<file path="config.mk">
export PLATFORM = sky130hd
export DESIGN_NAME = tdc_phase_decoder
export DESIGN_NICKNAME = d
export VERILOG_FILES = /design/src/rtl/tdc_pkg.sv /design/src/rtl/tdc_recip_div.sv /design/src/rtl/tdc_phase_decoder.sv
export SDC_FILE = /design/constraint.sdc
export NUM_CORES = 1
export LEC_CHECK = 0
export BUFFER_PORTS_ARGS = -buffer_cell sky130_fd_sc_hd__buf_2
export CORE_MARGIN = 2
export CORE_UTILIZATION = 60
export CTS_CLUSTER_SIZE = 25
export DETAILED_ROUTE_END_ITERATION = 8
export GPL_TIMING_DRIVEN = 0
export PLACE_DENSITY = 0.78
export SYNTH_ARGS = -nofsm -noshare
export SYNTH_HDL_FRONTEND = slang
export SYNTH_HIERARCHICAL = 1
export SYNTH_SLANG_ARGS = --single-unit
</file>
<file path="constraint.sdc">
create_clock -name ref_clk -period 7 [get_ports ref_clk]
set_clock_uncertainty 0.1 [all_clocks]
set_input_delay 0.7 -clock ref_clk [delete_from_list [all_inputs] [get_ports ref_clk]]
set_output_delay 0.7 -clock ref_clk [all_outputs]
set_load 0.05 [all_outputs]
</file>
<file path="src/rtl/tdc_pkg.sv">
// Shared types and helpers for the delay-line TDC phase decoder.
// Holds the divider state encoding, the bubble-correction majority vote and the width helpers.
package tdc_pkg;

  typedef enum logic [1:0] {
    StIdle,
    StDiv,
    StDone
  } div_state_t;

  function automatic logic maj3(input logic a, input logic b, input logic c);
    return (a & b) | (a & c) | (b & c);
  endfunction

  // Width of a tap position / period in delay-cell units.
  function automatic int unsigned per_width(input int unsigned ntdc);
    return $clog2(ntdc) + 1;
  endfunction

  function automatic int unsigned recip_width(input int unsigned ntdc, input int unsigned frac_w);
    return frac_w + per_width(ntdc);
  endfunction

endpackage

</file>
<file path="src/rtl/tdc_recip_div.sv">
// Serial restoring divider computing floor(2**Q_W / divisor), one quotient bit per cycle.
// Result is presented for one cycle in StDone; the caller guarantees divisor >= 2.
module tdc_recip_div
  import tdc_pkg::*;
#(
  parameter int unsigned DIV_W = 7,
  parameter int unsigned Q_W   = 17
) (
  input  logic             ref_clk,
  input  logic             rst,
  input  logic             start,
  input  logic [DIV_W-1:0] divisor,
  output logic             busy,
  output logic             done,
  output logic [Q_W-1:0]   quotient
);

  localparam int unsigned CNT_W = $clog2(Q_W);

  div_state_t       state_q, state_d;
  logic [DIV_W-1:0] div_q, div_d;
  logic [DIV_W-1:0] rem_q, rem_d;
  logic [Q_W-1:0]   quo_q, quo_d;
  logic [CNT_W-1:0] cnt_q, cnt_d;
  logic [DIV_W:0]   rem_sh;
  logic [DIV_W:0]   rem_sub;

  always_comb begin
    state_d = state_q;
    div_d   = div_q;
    rem_d   = rem_q;
    quo_d   = quo_q;
    cnt_d   = cnt_q;
    busy    = (state_q != StIdle);
    done    = 1'b0;
    rem_sh  = {rem_q, 1'b0};
    rem_sub = rem_sh - {1'b0, div_q};
    case (state_q)
      StIdle: begin
        if (start) begin
          div_d   = divisor;
          // Leading numerator bit; its quotient bit is always 0 since divisor >= 2.
          rem_d   = DIV_W'(1);
          quo_d   = '0;
          cnt_d   = '0;
          state_d = StDiv;
        end
      end
      StDiv: begin
        if (rem_sh >= {1'b0, div_q}) begin
          rem_d = rem_sub[DIV_W-1:0];
          quo_d = {quo_q[Q_W-2:0], 1'b1};
        end else begin
          rem_d = rem_sh[DIV_W-1:0];
          quo_d = {quo_q[Q_W-2:0], 1'b0};
        end
        cnt_d = cnt_q + 1'b1;
        if (cnt_q == CNT_W'(Q_W - 1)) begin
          state_d = StDone;
        end
      end
      StDone: begin
        done    = 1'b1;
        state_d = StIdle;
      end
      default: state_d = StIdle;
    endcase
  end

  always_ff @(posedge ref_clk) begin
    if (rst) begin
      state_q <= StIdle;
      div_q   <= '0;
      rem_q   <= '0;
      quo_q   <= '0;
      cnt_q   <= '0;
    end else begin
      state_q <= state_d;
      div_q   <= div_d;
      rem_q   <= rem_d;
      quo_q   <= quo_d;
      cnt_q   <= cnt_d;
    end
  end

  assign quotient = quo_q;

endmodule

</file>
<file path="src/rtl/tdc_phase_decoder.sv">
// Delay-line TDC post-processor: bubble fix, edge search, period averaging and
// normalised phase = edge_pos / period via a serially computed reciprocal.
module tdc_phase_decoder
  import tdc_pkg::*;
#(
  parameter int unsigned NTDC     = 64,
  parameter int unsigned FRAC_W   = 10,
  parameter int unsigned AVG_LOG  = 4,
  parameter int unsigned EDGE_SEL = 0,
  localparam int unsigned PER_W   = per_width(NTDC),
  localparam int unsigned RECIP_W = recip_width(NTDC, FRAC_W)
) (
  input  logic              ref_clk,
  input  logic              rst,
  input  logic              en,
  input  logic [NTDC-1:0]   sampled_tdc,
  output logic [FRAC_W-1:0] phase_frac,
  output logic              phase_valid,
  output logic              no_edge,
  output logic [PER_W-1:0]  period_avg,
  output logic              period_valid
);

  localparam int unsigned ACC_W  = PER_W + AVG_LOG;
  localparam int unsigned CNT_W  = AVG_LOG + 1;
  localparam int unsigned AVG_N  = 1 << AVG_LOG;
  localparam int unsigned PROD_W = PER_W + RECIP_W;

  // S1: raw sample capture
  logic            s1_valid_q;
  logic [NTDC-1:0] s1_word_q;

  always_ff @(posedge ref_clk) begin
    if (rst) begin
      s1_valid_q <= 1'b0;
      s1_word_q  <= '0;
    end else begin
      s1_valid_q <= en;
      if (en) begin
        s1_word_q <= sampled_tdc;
      end
    end
  end

  // Bubble correction with the word replicated at both ends.
  logic [NTDC+1:0] word_ext;
  logic [NTDC-1:0] clean;

  always_comb begin
    word_ext = {s1_word_q[NTDC-1], s1_word_q, s1_word_q[0]};
    clean    = '0;
    for (int i = 0; i < NTDC; i++) begin
      clean[i] = maj3(word_ext[i], word_ext[i+1], word_ext[i+2]);
    end
  end

  // Descending scan so the lowest matching tap wins.
  logic [PER_W-1:0] rise_pos_d, fall_pos_d;
  logic             rise_found_d, fall_found_d;

  always_comb begin
    rise_pos_d   = '0;
    fall_pos_d   = '0;
    rise_found_d = 1'b0;
    fall_found_d = 1'b0;
    for (int i = NTDC - 1; i >= 1; i--) begin
      if (!clean[i-1] && clean[i]) begin
        rise_found_d = 1'b1;
        rise_pos_d   = PER_W'(i);
      end
      if (clean[i-1] && !clean[i]) begin
        fall_found_d = 1'b1;
        fall_pos_d   = PER_W'(i);
      end
    end
  end

  // S2: edge positions
  logic             s2_valid_q;
  logic [PER_W-1:0] rise_pos_q, fall_pos_q;
  logic             rise_found_q, fall_found_q;

  always_ff @(posedge ref_clk) begin
    if (rst) begin
      s2_valid_q   <= 1'b0;
      rise_pos_q   <= '0;
      fall_pos_q   <= '0;
      rise_found_q <= 1'b0;
      fall_found_q <= 1'b0;
    end else begin
      s2_valid_q   <= s1_valid_q;
      rise_pos_q   <= rise_pos_d;
      fall_pos_q   <= fall_pos_d;
      rise_found_q <= s1_valid_q & rise_found_d;
      fall_found_q <= s1_valid_q & fall_found_d;
    end
  end

  // Period estimate and averaging
  logic [PER_W-1:0] edge_diff, period_smp;
  logic [ACC_W-1:0] acc_q, acc_d, acc_sum;
  logic [CNT_W-1:0] cnt_q, cnt_d;
  logic [PER_W-1:0] period_avg_q, period_avg_d;
  logic             avg_req;

  always_comb begin
    edge_diff    = (rise_pos_q > fall_pos_q) ? (rise_pos_q - fall_pos_q)
                                             : (fall_pos_q - rise_pos_q);
    period_smp   = PER_W'({edge_diff, 1'b0});
    acc_sum      = acc_q + ACC_W'(period_smp);
    acc_d        = acc_q;
    cnt_d        = cnt_q;
    period_avg_d = period_avg_q;
    avg_req      = 1'b0;
    if (s2_valid_q && rise_found_q && fall_found_q) begin
      if (cnt_q == CNT_W'(AVG_N - 1)) begin
        period_avg_d = acc_sum[ACC_W-1:AVG_LOG];
        acc_d        = '0;
        cnt_d        = '0;
        avg_req      = 1'b1;
      end else begin
        acc_d = acc_sum;
        cnt_d = cnt_q + 1'b1;
      end
    end
  end

  // Divider launch; a request arriving while busy replaces any older pending one.
  logic               div_start, div_busy, div_done;
  logic [PER_W-1:0]   div_divisor;
  logic [RECIP_W-1:0] div_quot;
  logic               pend_q, pend_d;
  logic [PER_W-1:0]   pend_div_q, pend_div_d;

  always_comb begin
    div_start   = 1'b0;
    div_divisor = pend_div_q;
    pend_d      = pend_q;
    pend_div_d  = pend_div_q;
    if (avg_req && (period_avg_d >= PER_W'(2))) begin
      if (div_busy) begin
        pend_d     = 1'b1;
        pend_div_d = period_avg_d;
      end else begin
        div_start   = 1'b1;
        div_divisor = period_avg_d;
        pend_d      = 1'b0;
      end
    end else if (pend_q && !div_busy) begin
      div_start = 1'b1;
      pend_d    = 1'b0;
    end
  end

  tdc_recip_div #(
    .DIV_W (PER_W),
    .Q_W   (RECIP_W)
  ) u_div (
    .ref_clk  (ref_clk),
    .rst      (rst),
    .start    (div_start),
    .divisor  (div_divisor),
    .busy     (div_busy),
    .done     (div_done),
    .quotient (div_quot)
  );

  // S3 registers, averager state and reciprocal
  logic               s3_valid_q, s3_found_q;
  logic [PER_W-1:0]   s3_pos_q;
  logic [RECIP_W-1:0] recip_q;
  logic               period_valid_q;

  always_ff @(posedge ref_clk) begin
    if (rst) begin
      s3_valid_q     <= 1'b0;
      s3_found_q     <= 1'b0;
      s3_pos_q       <= '0;
      acc_q          <= '0;
      cnt_q          <= '0;
      period_avg_q   <= '0;
      pend_q         <= 1'b0;
      pend_div_q     <= '0;
      recip_q        <= '0;
      period_valid_q <= 1'b0;
    end else begin
      s3_valid_q   <= s2_valid_q;
      s3_found_q   <= (EDGE_SEL != 0) ? fall_found_q : rise_found_q;
      s3_pos_q     <= (EDGE_SEL != 0) ? fall_pos_q : rise_pos_q;
      acc_q        <= acc_d;
      cnt_q        <= cnt_d;
      period_avg_q <= period_avg_d;
      pend_q       <= pend_d;
      pend_div_q   <= pend_div_d;
      if (div_done) begin
        recip_q        <= div_quot;
        period_valid_q <= 1'b1;
      end
    end
  end

  // S4: phase = pos * recip, rescaled and saturated
  logic [PROD_W-1:0] prod, prod_sh;
  logic [FRAC_W-1:0] phase_d;
  logic              phase_valid_d, no_edge_d;
  logic [FRAC_W-1:0] phase_frac_q;
  logic              phase_valid_q, no_edge_q;

  always_comb begin
    prod          = PROD_W'(s3_pos_q) * PROD_W'(recip_q);
    prod_sh       = prod >> PER_W;
    phase_d       = (|prod_sh[PROD_W-1:FRAC_W]) ? '1 : prod_sh[FRAC_W-1:0];
    phase_valid_d = s3_valid_q & s3_found_q & period_valid_q;
    no_edge_d     = s3_valid_q & ~s3_found_q;
  end

  always_ff @(posedge ref_clk) begin
    if (rst) begin
      phase_frac_q  <= '0;
      phase_valid_q <= 1'b0;
      no_edge_q     <= 1'b0;
    end else begin
      phase_valid_q <= phase_valid_d;
      no_edge_q     <= no_edge_d;
      if (phase_valid_d) begin
        phase_frac_q <= phase_d;
      end
    end
  end

  assign phase_frac   = phase_frac_q;
  assign phase_valid  = phase_valid_q;
  assign no_edge      = no_edge_q;
  assign period_avg   = period_avg_q;
  assign period_valid = period_valid_q;

endmodule

</file>
### Word level (Yosys, flattened, before mapping)

Cells that the tools add are included.

* add/subtract/negate cells: 6
* $mul: 1
* order comparisons: 3
* equality and inequality tests: 6
* mux-type cells: 280
* bitwise logic cells: 258
* reductions and logical operators: 214

Operator list (count)
* $mux 6: 65
* $mux 5: 34
* $mux 1: 138
* $and 1x1->1: 130
* $logic_and 1x1->1: 130
* $or 1x1->1: 127
* $logic_not 1->1: 65
* $mux 4: 16
* $reduce_or 32->1: 2
* $mux 7: 6
* $pmux 17 s2: 1
* $reduce_or 16->1: 2
* $mul 7x17->24: 1
* $mux 3: 8
* $mux 17: 1
* $reduce_or 8->1: 2
* $pmux 7 s2: 1
* $mux 2: 6
* $sub 6x6->6: 2
* $add 11x7->11: 1
* $mux 11: 1
* $add 5x1->5 const B: 2
* $mux 10: 1
* $pmux 5 s2: 1
* other kinds (18): 25

* bits in registers: 188
* input bits: 67
* output and inout port bits: 20
* logic and storage cells: 803

### Depth between registers and ports, before layout

Gate-level depths: netlist (run 1).

* word-level depth: 69
* depth in mapped cells: 26
* depth with buffers taken out: 25

### Cells and area by module

The synthesis (run 1) kept the hierarchy.

Modules (own cells, without submodules)
* tdc_phase_decoder: instances 1, cells an instance 1775, area each 13860.8 µm², seq. area each 2962.8 µm²
* tdc_recip_div: instances 1, cells an instance 208, area each 1774.2 µm², seq. area each 760.7 µm²

### Least setup slack after synthesis (run 1)

Ideal clock, no wire load.

* path type: register to register
* start point: register rise_pos_q[0]
* end point: register u_div.rem_q[5]
* setup time: 87 ps
* arrival time: 5214 ps
* required time: 6813 ps
* setup slack: 1599 ps
* stages on the path, launching flop included: 26
* buffers on the path: 1
* period minus slack after synthesis: 5401 ps
* cell sequence: dfxtp_1 > inv_1 > ha_1 > inv_1 > fa_1 > a21o_1 > a21oi_1 > o21ai_0 > nand2_1 > mux2_2 > a211o_1 > a21oi_1 > xnor2_1 > ha_1 > nor3b_1 > a221oi_1 > nand3_1 > or4_1 > a211oi_2 > a21o_1 > a21oi_1 > o21bai_2 > nor2b_1 > buf_2 > nand2_1 > o31ai_1

* word-level cells in the longest chain between the ends: 10
* elaborated cells between the ends (all ways): 12
* those cells by class: add/sub: 3; order compare: 2; eq/ne: 1; mux: 4; reduce/logical: 2

Ends and longest elaborated chain
* start, declared: RTL line tdc_phase_decoder.sv:80 `logic [PER_W-1:0] rise_pos_q, fall_pos_q;`
* start signal, assigned: RTL line tdc_phase_decoder.sv:92 `rise_pos_q <= rise_pos_d;`
* $sub 6x6->6, or another cell as far along: RTL line tdc_phase_decoder.sv:108 `: (fall_pos_q - rise_pos_q);`
* $mux 6 (*): RTL line tdc_phase_decoder.sv:107 `edge_diff = (rise_pos_q > fall_pos_q) ? (rise_pos_q - fall_pos_q)`
* $add 11x7->11 (*): RTL line tdc_phase_decoder.sv:110 `acc_sum = acc_q + ACC_W'(period_smp);`
* $mux 7 (*): RTL line tdc_phase_decoder.sv:116 `if (cnt_q == CNT_W'(AVG_N - 1)) begin`
* $mux 7 (*): RTL line tdc_phase_decoder.sv:115 `if (s2_valid_q && rise_found_q && fall_found_q) begin`
* $ge 7x2->1 (*): RTL line tdc_phase_decoder.sv:140 `if (avg_req && (period_avg_d >= PER_W'(2))) begin`
* $logic_and 1x1->1 (*): RTL line tdc_phase_decoder.sv:140
* $mux 1 (*): RTL line tdc_phase_decoder.sv:140
* named net div_start: RTL line tdc_phase_decoder.sv:129 `logic div_start, div_busy, div_done;`
* $ne 2x2->1 (no line) (*)
* $reduce_and 2->1 (no line) (*)
* end signal, assigned: RTL line tdc_recip_div.sv:80 `rem_q <= rem_d;`
* end, declared: RTL line tdc_recip_div.sv:22 `logic [DIV_W-1:0] rem_q, rem_d;`

The timed path passes the listed nets; every way through them passes the cells marked *.
A chain may end at the register's enable or synchronous reset.

### Worst setup path after layout (run 1)

* start point: register rise_pos_q[0]
* end point: register u_div.quo_q[12], in the netlist u_div/quotient[12]

* word-level cells in the longest chain between the ends: 10
* elaborated cells between the ends (all ways): 12
* those cells by class: add/sub: 3; order compare: 2; eq/ne: 1; mux: 4; reduce/logical: 2

Ends and longest elaborated chain
* $sub 6x6->6, or another cell as far along: RTL line tdc_phase_decoder.sv:108
* $mux 6 (*): RTL line tdc_phase_decoder.sv:107
* $add 11x7->11 (*): RTL line tdc_phase_decoder.sv:110
* $mux 7 (*): RTL line tdc_phase_decoder.sv:116
* $mux 7 (*): RTL line tdc_phase_decoder.sv:115
* $ge 7x2->1 (*): RTL line tdc_phase_decoder.sv:140
* $logic_and 1x1->1 (*): RTL line tdc_phase_decoder.sv:140
* $mux 1 (*): RTL line tdc_phase_decoder.sv:140
* named net div_start: RTL line tdc_phase_decoder.sv:129
* $ne 2x2->1 (no line) (*)
* $reduce_and 2->1 (no line) (*)
* end signal, assigned: RTL line tdc_recip_div.sv:81 `quo_q <= quo_d;`
* end, declared: RTL line tdc_recip_div.sv:23 `logic [Q_W-1:0] quo_q, quo_d;`

Marked as above.

==> flow_metrics.py, run 1 <==
metrics = {
    "outcome": {
        "outcome": "completed",
    },
    "route": {
        "remaining_drc_errors": 0,
        "drt-wirelength-per-cell_um": 17.25,
        "viasPerCell": 6.120,
        "dr.pass1.iters": 5,
        "vias": 14900,
        "routed_wl_um": 42000,
        "drtAntennaViolNets": 0,
        "drt_iter0_drc": 1093,
    },
    "clock_tree": {
        "htreeDepth": 4,
        "cts_buffers": 17,
        "insertion_delay_ps": 450,
        "clockBufferDepth": 2,
        "cts_root_buf": "clkbuf_16",
        "clock-sinks": 186,
        "cts_tree": "built",
        "cts-resized-gates": 0,
        "clk_pin_slew_ps": 70,
        "holdBufCountCts": 0,
        "cts_setup_buffers": 0,
    },
    "place": {
        "portBuffers": 85,
        "dp_cells": 2403,
        "place_congestion": 0.9767,
        "hpwl_um": 31840,
        "pre_cts_ws_ps": 705.0,
    },
    "final_layout": {
        "regArea_mm2": 0.003724,
        "final_common_cell": "nor2_1",
        "fin_cells": 2435,
        "num_antenna_cells": 0,
        "multi_input_area_mm2": 0.01085,
        "finalNetCount": 2297,
        "syn2layout_area_growth_pct": 9.627,
        "num-fill-cells": 2274,
        "drive_gt1_share_pct": 7.476,
        "final_util_pct": 66.34,
        "mostFrequentLayoutCells": "224 x nor2_1, 189 x nand2_1, 186 x dfxtp_1",
    },
    "sta": {
        "fmax_mhz": 155.1,
        "setup_violations": 0,
        "setup_tns_ps": 0,
        "grt_setup_unrepaired": "false",
        "tightestPinTransition_ps": 1036,
        "finalHoldViolCount": 0,
        "layout_setup_ws_ps": 551.5,
        "fin_crit_sh_pct": 92.12,
        "max_slew_margin_pct": 30.06,
        "period_minus_slack_ps": 6448,
        "whs_ps": 355.6,
        "drv_slew": 0,
    },
    "power": {
        "p_leak_nw": 7.416,
        "irDropWorstVdd_mv": 0.1634,
        "p_per_area_mw_per_mm2": 183.3,
    },
    "logic_synthesis": {
        "syn_area_per_cell_um2": 7.885,
        "yosys_warnings": 6,
        "ys.flop_type": "dfxtp_1",
        "synth.net_count": 2193,
        "synth_cells": 1983,
        "synthArstFlopShare_pct": 0,
        "synth.cell_area_mm2": 0.01563,
        "synth-seq-cells": 186,
        "synth_edf_count": 0,
        "ys_seq_area_share_pct": 23.82,
        "synth_area_leaders": "dfxtp_1 24%, fa_1 7.9%, ha_1 6.5%",
        "synth_top_area_share_pct": 23.82,
        "yosys.area.top_type": "dfxtp_1",
        "synth_cell_types": 81,
    },
    "global_routing": {
        "overflow": 0,
        "met2_usage_pct": 53.39,
        "grt-busiest-layer": "met2",
        "antenna_found_initial": 0,
        "grt_pass1_vias": 13790,
        "grtUsageMet3_pct": 3.796,
        "grt_usage_pct": 30.49,
        "grt_use_met1_pct": 38.33,
        "grt_max_degree": 20,
        "grt_pass1_wl_um": 67360,
    },
    "floorplanning": {
        "ios": 87,
        "rows": 59,
        "die_w_um": 165.4,
        "dieHeight_um": 165.4,
        "core_mm2": 0.02584,
        "dieArea_mm2": 0.02737,
        "start_util_pct": 60.51,
    },
    "setup_path": {
        "crit_arrival_ps": 6710,
        "cp.required_ps": 7260,
        "worstSetupStartpointType": "register",
        "cp_max_fo": 10,
        "end_kind": "register",
        "critPathKind": "register to register",
    },
    "job": {
        "maxCapViolations": 0,
    },
    "hold_path": {
        "min_path_type": "register to register",
    },
}
power breakdown:
part           internal (mW)  switching [mW]
clock                  0.589           0.506
combinational          0.356           0.545
sequential              1.10          0.0452
total                   2.05            1.10
stage by stage:
| step | power (mW) | instance area [µm²] |
|---|---|---|
| detailed placement | 2.050 | 16480 |
| global placement | 2.040 | 16480 |
| global route | 3.284 | 17140 |
| CTS | 3.137 | 17140 |
| floorplan | 1.825 | 15640 |
| finish | 3.143 | 17140 |
registers in the layout, indices dropped and copies added (netlist names), 7 cells and up:
register and flops:
s1_word_q 64, recip_q 17, u_div/quotient 17, acc_q 10, phase_frac 10, pend_div_q 7
period_avg 7, u_div/div_q 7, u_div/rem_q 7
worst paths after layout:
| kind | to | from | depth (start not counted) | slack (ps) |
|---|---|---|---|---|
| min reg2reg | pend_q$_SDFFE_PP0P_ | pend_q$_SDFFE_PP0P_ | 2 | 360 |
| max | u_div/quotient[12]$_SDFFE_PP0P_ | rise_pos_q[0]$_SDFF_PP0_ | 24 | 550 |
| min | pend_q$_SDFFE_PP0P_ | pend_q$_SDFFE_PP0P_ | 2 | 360 |
| max reg2reg | u_div/quotient[12]$_SDFFE_PP0P_ | rise_pos_q[0]$_SDFF_PP0_ | 24 | 550 |
final cells by class:
| cell class | instances | area share (%) |
|---|---|---|
| timing repair buffer | 85 | 2.482 |
| sequential | 186 | 21.72 |
| clock buffer | 18 | 2.504 |
| buffer | 124 | 2.876 |
| inverter | 151 | 3.307 |
| tap | 335 | 2.445 |
| clock inverter | 14 | 1.350 |
| multi-input combinational | 1522 | 63.31 |
critical path, stage by stage (launching register included):
cell and delay [ps]:
dfxtp_1 330, inv_1 100, ha_1 170, inv_1 50
fa_1 370, a21o_1 200, a21oi_1 180, o21ai_0 170
nand2_1 270, mux2_2 400, a211o_1 290, a21oi_1 180
xnor2_1 170, ha_1 320, nor3b_1 180, a221oi_1 260
nand3_1 180, or4_1 560, a211oi_2 470, a21o_1 210
a21oi_1 110, o21bai_2 340, clkbuf_1 430, a22oi_1 160
nor2_1 140
metal layers:
metal	vias up	share of wire, %
met5	-	0
met4	0	3.4
met3	93	5.1
met2	495	49
met1	7139	43
li1	7175	-
cell usage after synthesis, drive strengths merged, types with 9 or more instances:
| cell | count |
|---|---|
| o32ai | 21 |
| o22ai | 45 |
| mux2i | 93 |
| mux2 | 13 |
| a211oi | 23 |
| xnor2 | 52 |
| dfxtp | 186 |
| nand4 | 11 |
| buf | 40 |
| a31oi | 9 |
| a32oi | 15 |
| a22o | 12 |
| a22oi | 36 |
| nor4 | 12 |
| fa | 62 |
| ha | 81 |
| and3 | 11 |
| nor2 | 224 |
| clkbuf | 84 |
| o21ai | 59 |
| xor2 | 31 |
| nand3 | 29 |
| nor3 | 39 |
| nor2b | 38 |
| nand2 | 190 |
| a2bb2oi | 14 |
| o22a | 16 |
| o211ai | 13 |
| a21oi | 94 |
| and2 | 76 |
| nand2b | 46 |
| o31ai | 15 |
| a21o | 17 |
| inv | 151 |
cells by family after synthesis:
kind of cell / after synthesis / synth area share (%)
AND/OR/NAND/NOR: 715 / 21.86
AO/OA/AOI/OAI: 475 / 21.59
buffers and inverters: 275 / 6.778
flip-flops: 186 / 23.82
adder cells (fa/ha/maj): 143 / 14.42
multiplexers: 106 / 6.890
XOR/XNOR: 83 / 4.650
Note: power is estimated with default switching activity, not from simulation.
==> run 2, diff against run 1 <==
- BUFFER_PORTS_ARGS: -buffer_cell sky130_fd_sc_hd__buf_2 -> -buffer_cell sky130_fd_sc_hd__clkbuf_2
==> run 2 against run 1 <==
  * Fmax shrank 0.81%
  * First-iteration DRC count grew 12%
  * Setup slack lost 53 ps
  * Power shrank 2.6%
  * Final cell count is the same
==> flow_metrics.py, run 2 (same netlist as run 1, synthesis figures left out) <==
metrics = {
    "global_routing": {
        "grt_max_degree": 21,
        "antenna_found_initial": 0,
        "grt_pass1_wl_um": 67780,
        "overflow": 0,
        "grt_usage_pct": 30.77,
        "grt_pass1_vias": 13890,
    },
    "floorplanning": {
        "start_util_pct": 60.51,
        "ios": 87,
        "die_w_um": 165.4,
        "dieArea_mm2": 0.02737,
        "dieHeight_um": 165.4,
        "rows": 59,
        "core_mm2": 0.02584,
    },
    "sta": {
        "setup_violations": 0,
        "fin_crit_sh_pct": 92.87,
        "setup_tns_ps": 0,
        "drv_slew": 0,
        "grt_setup_unrepaired": "false",
        "finalHoldViolCount": 0,
        "whs_ps": 353.1,
        "max_slew_margin_pct": 18.47,
        "fmax_mhz": 153.8,
        "tightestPinTransition_ps": 1208,
        "period_minus_slack_ps": 6501,
    },
    "setup_path": {
        "r2r_setup_slack_ps": 500,
        "critPathMaxStageDelay_ps": 550,
        "crit_chain": "inv_1, ha_1, inv_1, fa_1, a21o_1, a21oi_1, o21ai_0, nand2_1, mux2_2, a211o_1, a21oi_1, xnor2_1, ha_1, nor3b_1, a221oi_1, nand3_1, or4_1, a211oi_2, a21o_1, a21oi_1, o21bai_2, clkbuf_1, a22oi_1, nor2_1",
        "critPathKind": "register to register",
        "worstSetupStartpointType": "register",
        "end_kind": "register",
        "r2r_start": "rise_pos_q[0]$_SDFF_PP0_",
        "worstRegToRegCells": 24,
        "cpMaxStageDelayCell": "or4_1",
        "crit_top_cell": "a21oi_1",
        "crit_arrival_ps": 6780,
        "cp_max_fo": 10,
        "r2r-end": "u_div/quotient[10]$_SDFFE_PP0P_",
        "cp.required_ps": 7280,
    },
    "final_layout": {
        "fin_cells": 2435,
        "final_common_cell": "nor2_1",
        "drive_gt1_share_pct": 7.476,
        "syn2layout_area_growth_pct": 9.259,
        "largest_register_ffs": 64,
        "num_antenna_cells": 0,
        "finalNetCount": 2297,
        "final_util_pct": 66.12,
        "mostFrequentLayoutCells": "224 x nor2_1, 189 x nand2_1, 186 x dfxtp_1",
        "num-fill-cells": 2290,
        "largest-register": "s1_word_q",
    },
    "clock_tree": {
        "cts_buffers": 17,
        "clk_pin_slew_ps": 80,
        "clockBufferDepth": 2,
        "cts_root_buf": "clkbuf_16",
        "cts_setup_buffers": 0,
        "htreeDepth": 4,
        "clock-sinks": 186,
        "cts_tree": "built",
        "holdBufCountCts": 0,
        "insertion_delay_ps": 450,
        "cts-resized-gates": 0,
    },
    "hold_path": {
        "whs_path_depth": 2,
        "min_to": "pend_q$_SDFFE_PP0P_",
        "min_path_type": "register to register",
        "hp-start": "pend_q$_SDFFE_PP0P_",
    },
    "route": {
        "drt_iter0_drc": 1225,
        "dr.pass1.iters": 6,
        "remaining_drc_errors": 0,
        "viasPerCell": 6.152,
        "drtAntennaViolNets": 0,
        "vias": 14980,
        "drt-wirelength-per-cell_um": 17.27,
        "routed_wl_um": 42060,
    },
    "power": {
        "p_leak_nw": 7.380,
        "irDropWorstVdd_mv": 0.1440,
        "p_per_area_mw_per_mm2": 179.1,
    },
    "place": {
        "place_congestion": 0.9996,
        "hpwl_um": 32130,
        "portBuffers": 85,
        "dp_cells": 2403,
    },
    "job": {
        "maxCapViolations": 0,
    },
    "outcome": {
        "outcome": "completed",
    },
}
## run 2: cell types whose count changed in the layout (fill, tap and decap cells not counted), sizes merged
cell,previous run,this run
inv,156,157
buf,125,40
clkinvlp,0,1
clkinv,6,7
clkbuf,102,187
bufinv,3,0
## run 2: critical path: cells and delay by family, from the launching register on
family	cells	cell delay, ps
xor gates and xnor gates	1	180
AOI/OAI and AO/OA	11	2590
buffers and inverters	3	610
adders and majority gates	3	920
DFF	1	330
muxes	1	400
and+or+nand+nor	5	1300
## run 2: worst max path at each step
| stage | slack, ps | cells past startpoint | endpoint | from |
|---|---|---|---|---|
| after floorplan | 1600 | 25 | u_div/rem_q[5]$_SDFFE_PP0P_ | rise_pos_q[0]$_SDFF_PP0_ |
| after global placement | 810 | 24 | u_div/quotient[12]$_SDFFE_PP0P_ | rise_pos_q[0]$_SDFF_PP0_ |
| after detailed placement | 650 | 24 | u_div/quotient[10]$_SDFFE_PP0P_ | rise_pos_q[0]$_SDFF_PP0_ |
| after CTS | 590 | 24 | u_div/quotient[12]$_SDFFE_PP0P_ | rise_pos_q[0]$_SDFF_PP0_ |
| after global routing | 190 | 24 | u_div/quotient[9]$_SDFFE_PP0P_ | rise_pos_q[0]$_SDFF_PP0_ |
| final | 500 | 24 | u_div/quotient[10]$_SDFFE_PP0P_ | rise_pos_q[0]$_SDFF_PP0_ |
## run 2: stage by stage
step,setup WS (ps),power (mW),instance area (µm²)
final,498.8,3.060,17080
after global routing,193.2,3.204,17080
after CTS,593.0,3.047,17080
after detailed placement,645.2,2.059,16480
after global placement,806.2,2.038,16480
after floorplan,1599,1.825,15640
## run 2: report_power, final
part | leakage (nW) | internal, mW | total [mW] | switching [mW]
clock network | 0.288 | 0.486 | 1.00 | 0.516
logic | 5.58 | 0.357 | 0.912 | 0.555
registers | 1.52 | 1.10 | 1.15 | 0.0454
total | 7.38 | 1.94 | 3.06 | 1.12
## run 2: area by class of cell
class	count	area, µm²	share of cell area, %
plain buffers	124	493.0	2.886
clock buffers	18	429.2	2.512
clock inverters	14	173.9	1.018
inverters	151	566.8	3.318
multi-input cells	1522	10850	63.52
flip-flops and latches	186	3724	21.80
well taps	335	419.2	2.454
repair buffers	85	425.4	2.490
## run 2: routing by layer
layer	share of wire, %	wire length [µm]	GRT usage [%]	up-vias
met2	48	20350	52.73	549
met4	3.7	1574	12.81	0
met1	42	17870	38.85	7136
met5	0	0	0	-
li1	-	-	-	7185
met3	5.4	2273	4.446	109
==> run 3, diff against run 2 <==
- ABC_AREA: unset -> 1
==> run 3 against run 2 <==
  * Sequential power about the same
  * Largest power group unchanged
  * Routed wire length down 22%
  * Largest cell class unchanged
  * Non-clock buffer count down 66
  * Critical path depth up 2
  * Critical endpoint is now phase_frac[7]$_SDFFE_PP0P_
==> flow_metrics.py, run 3 <==
metrics = {
    "route": {
        "routed_wl_um": 32980,
        "drt_iter0_drc": 618,
        "dr.pass1.iters": 5,
        "remaining_drc_errors": 0,
        "viasPerCell": 5.075,
        "drt-wirelength-per-cell_um": 12.46,
        "vias": 13430,
        "drtAntennaViolNets": 0,
    },
    "outcome": {
        "outcome": "completed",
    },
    "clock_tree": {
        "insertion_delay_ps": 440,
        "cts_setup_buffers": 0,
        "cts-resized-gates": 0,
        "clock-sinks": 186,
        "htreeDepth": 4,
        "cts_buffers": 17,
        "holdBufCountCts": 0,
        "clk_pin_slew_ps": 80,
        "cts_root_buf": "clkbuf_16",
        "cts_tree": "built",
        "clockBufferDepth": 2,
    },
    "final_layout": {
        "mostFrequentLayoutCells": "572 x nand2_1, 461 x inv_1, 252 x nor2_1",
        "drive_gt1_share_pct": 7.606,
        "fin_area_mm2": 0.01568,
        "final_util_pct": 67.00,
        "fin_cells": 2646,
        "largest-register": "s1_word_q",
        "largest_register_ffs": 64,
        "finalNetCount": 2524,
        "final_common_cell": "nand2_1",
        "num_antenna_cells": 0,
        "syn2layout_area_growth_pct": 10.24,
    },
    "sta": {
        "setup_violations": 0,
        "setup_tns_ps": 0,
        "tightestPinTransition_ps": 653.2,
        "period_minus_slack_ps": 6319,
        "max_slew_margin_pct": 56.46,
        "finalHoldViolCount": 0,
        "fmax_mhz": 158.3,
        "drv_slew": 0,
        "whs_ps": 338.2,
        "fin_crit_sh_pct": 90.27,
        "layout_setup_ws_ps": 681.4,
        "grt_setup_unrepaired": "false",
    },
    "setup_path": {
        "worstSetupStartpointType": "register",
        "cp.required_ps": 7230,
        "cp_max_fo": 10,
        "worstRegToRegCells": 26,
        "critPathKind": "register to register",
        "cpMaxStageDelayCell": "fa_1",
        "critPathMaxStageDelay_ps": 550,
        "crit_top_cell": "nand2_1",
        "end_kind": "register",
        "crit_arrival_ps": 6550,
    },
    "logic_synthesis": {
        "synth_cell_types": 56,
        "synth_top_area_share_pct": 26.18,
        "synth.cell_area_mm2": 0.01422,
        "yosysMostFrequentCell": "nand2_1",
        "synth_area_leaders": "dfxtp_1 26%, nand2_1 15%, inv_1 12%",
        "synth.net_count": 2419,
        "ys_seq_area_share_pct": 26.18,
        "ys.flop_type": "dfxtp_1",
        "synth_cells": 2209,
        "synth-seq-cells": 186,
        "syn_area_per_cell_um2": 6.439,
        "synth_edf_count": 0,
        "synthArstFlopShare_pct": 0,
        "yosys.area.top_type": "dfxtp_1",
        "synth.top_cells.by_count": "572 x nand2_1, 461 x inv_1, 252 x nor2_1",
        "yosys_warnings": 6,
    },
    "power": {
        "fin_total_pwr_mw": 2.864,
        "irDropWorstVdd_mv": 0.1540,
        "p_leak_nw": 8.731,
        "p_per_area_mw_per_mm2": 182.7,
    },
    "place": {
        "portBuffers": 86,
        "place_congestion": 0.9074,
        "hpwl_um": 26210,
        "dp_cells": 2614,
        "dpl-instance-area_mm2": 0.01505,
        "pre_cts_ws_ps": 727.4,
    },
    "global_routing": {
        "antenna_found_initial": 0,
        "grt_max_degree": 23,
        "grt_usage_pct": 27.44,
        "grt_pass1_wl_um": 55900,
        "overflow": 0,
        "grt_pass1_vias": 12900,
    },
    "hold_path": {
        "min_path_type": "register to register",
        "whs_path_depth": 2,
    },
    "floorplanning": {
        "dieHeight_um": 158.0,
        "die_w_um": 158.0,
        "ios": 87,
        "dieArea_mm2": 0.02495,
        "start_util_pct": 60.78,
        "rows": 56,
        "core_mm2": 0.02340,
    },
    "job": {
        "maxCapViolations": 0,
    },
}
[run 3: changes by cell type after synthesis, moves of 43 or more]
| cell | delta |
|---|---|
| xnor2_1 | -43 |
| mux2i_1 | -81 |
| a21oi_1 | +81 |
| o22ai_1 | -44 |
| inv_1 | +310 |
| and2_1 | -76 |
| nand2_1 | +383 |
| o21ai_0 | +68 |
| nand2b_1 | -46 |
[run 3: power breakdown]
part,leakage [nW],internal [mW],switching [mW]
sequential,1.52,1.10,0.0338
clock,0.304,0.497,0.510
combinational,6.91,0.258,0.466
total,8.73,1.85,1.01
[run 3: final cells by class]
class,instances,area [µm²]
buffer,57,251.5
clock buffer,17,425.4
clock inverter,15,201.4
fill,2172,7722
inverter,468,1757
multi-input combinational,1498,8492
sequential,186,3724
tap,319,399.1
timing repair buffer,86,430.4
[run 3: cell families (layout without fill, tap and decap cells)]
group,after synthesis,after routing,share of synthesized area (%)
muxes,12,12,0.8445
adders and majority gates,143,143,15.85
AOI/OAI and AO/OA,365,365,14.43
and+or+nand+nor,954,954,27.10
DFF,186,186,26.18
xor gates and xnor gates,24,24,1.478
buffers and inverters,525,643,14.12
[run 3: path summary, 6_finish.rpt]
path	slack, ps	startpoint	endpoint
setup / recovery	680	s3_pos_q[3]$_SDFF_PP0_	phase_frac[7]$_SDFFE_PP0P_
hold / removal	340	rise_found_q$_SDFF_PP0_	s3_found_q$_SDFF_PP0_
setup reg to reg	680	s3_pos_q[3]$_SDFF_PP0_	phase_frac[7]$_SDFFE_PP0P_
hold reg to reg	340	rise_found_q$_SDFF_PP0_	s3_found_q$_SDFF_PP0_
[run 3: per-layer routing]
metal | vias to the layer above | share of wire, % | wire [µm] | GRT usage (%)
li1 | 6994 | - | - | -
met1 | 6132 | 43 | 14300 | 31.55
met2 | 242 | 51 | 16730 | 52.11
met3 | 61 | 3.2 | 1046 | 3.832
met4 | 0 | 2.7 | 899 | 8.752
met5 | - | 0 | 0 | 0
[run 3: worst max-delay path: cells and delay by family, from the launching register on]
family                   cells  cell delay [ps]
buffers and inverters        5             1000
adder cells (fa/ha/maj)      5             2320
flip-flops                   1              320
AO/OA/AOI/OAI                1              230
AND/OR/NAND/NOR             14             2160
XOR/XNOR                     1               70
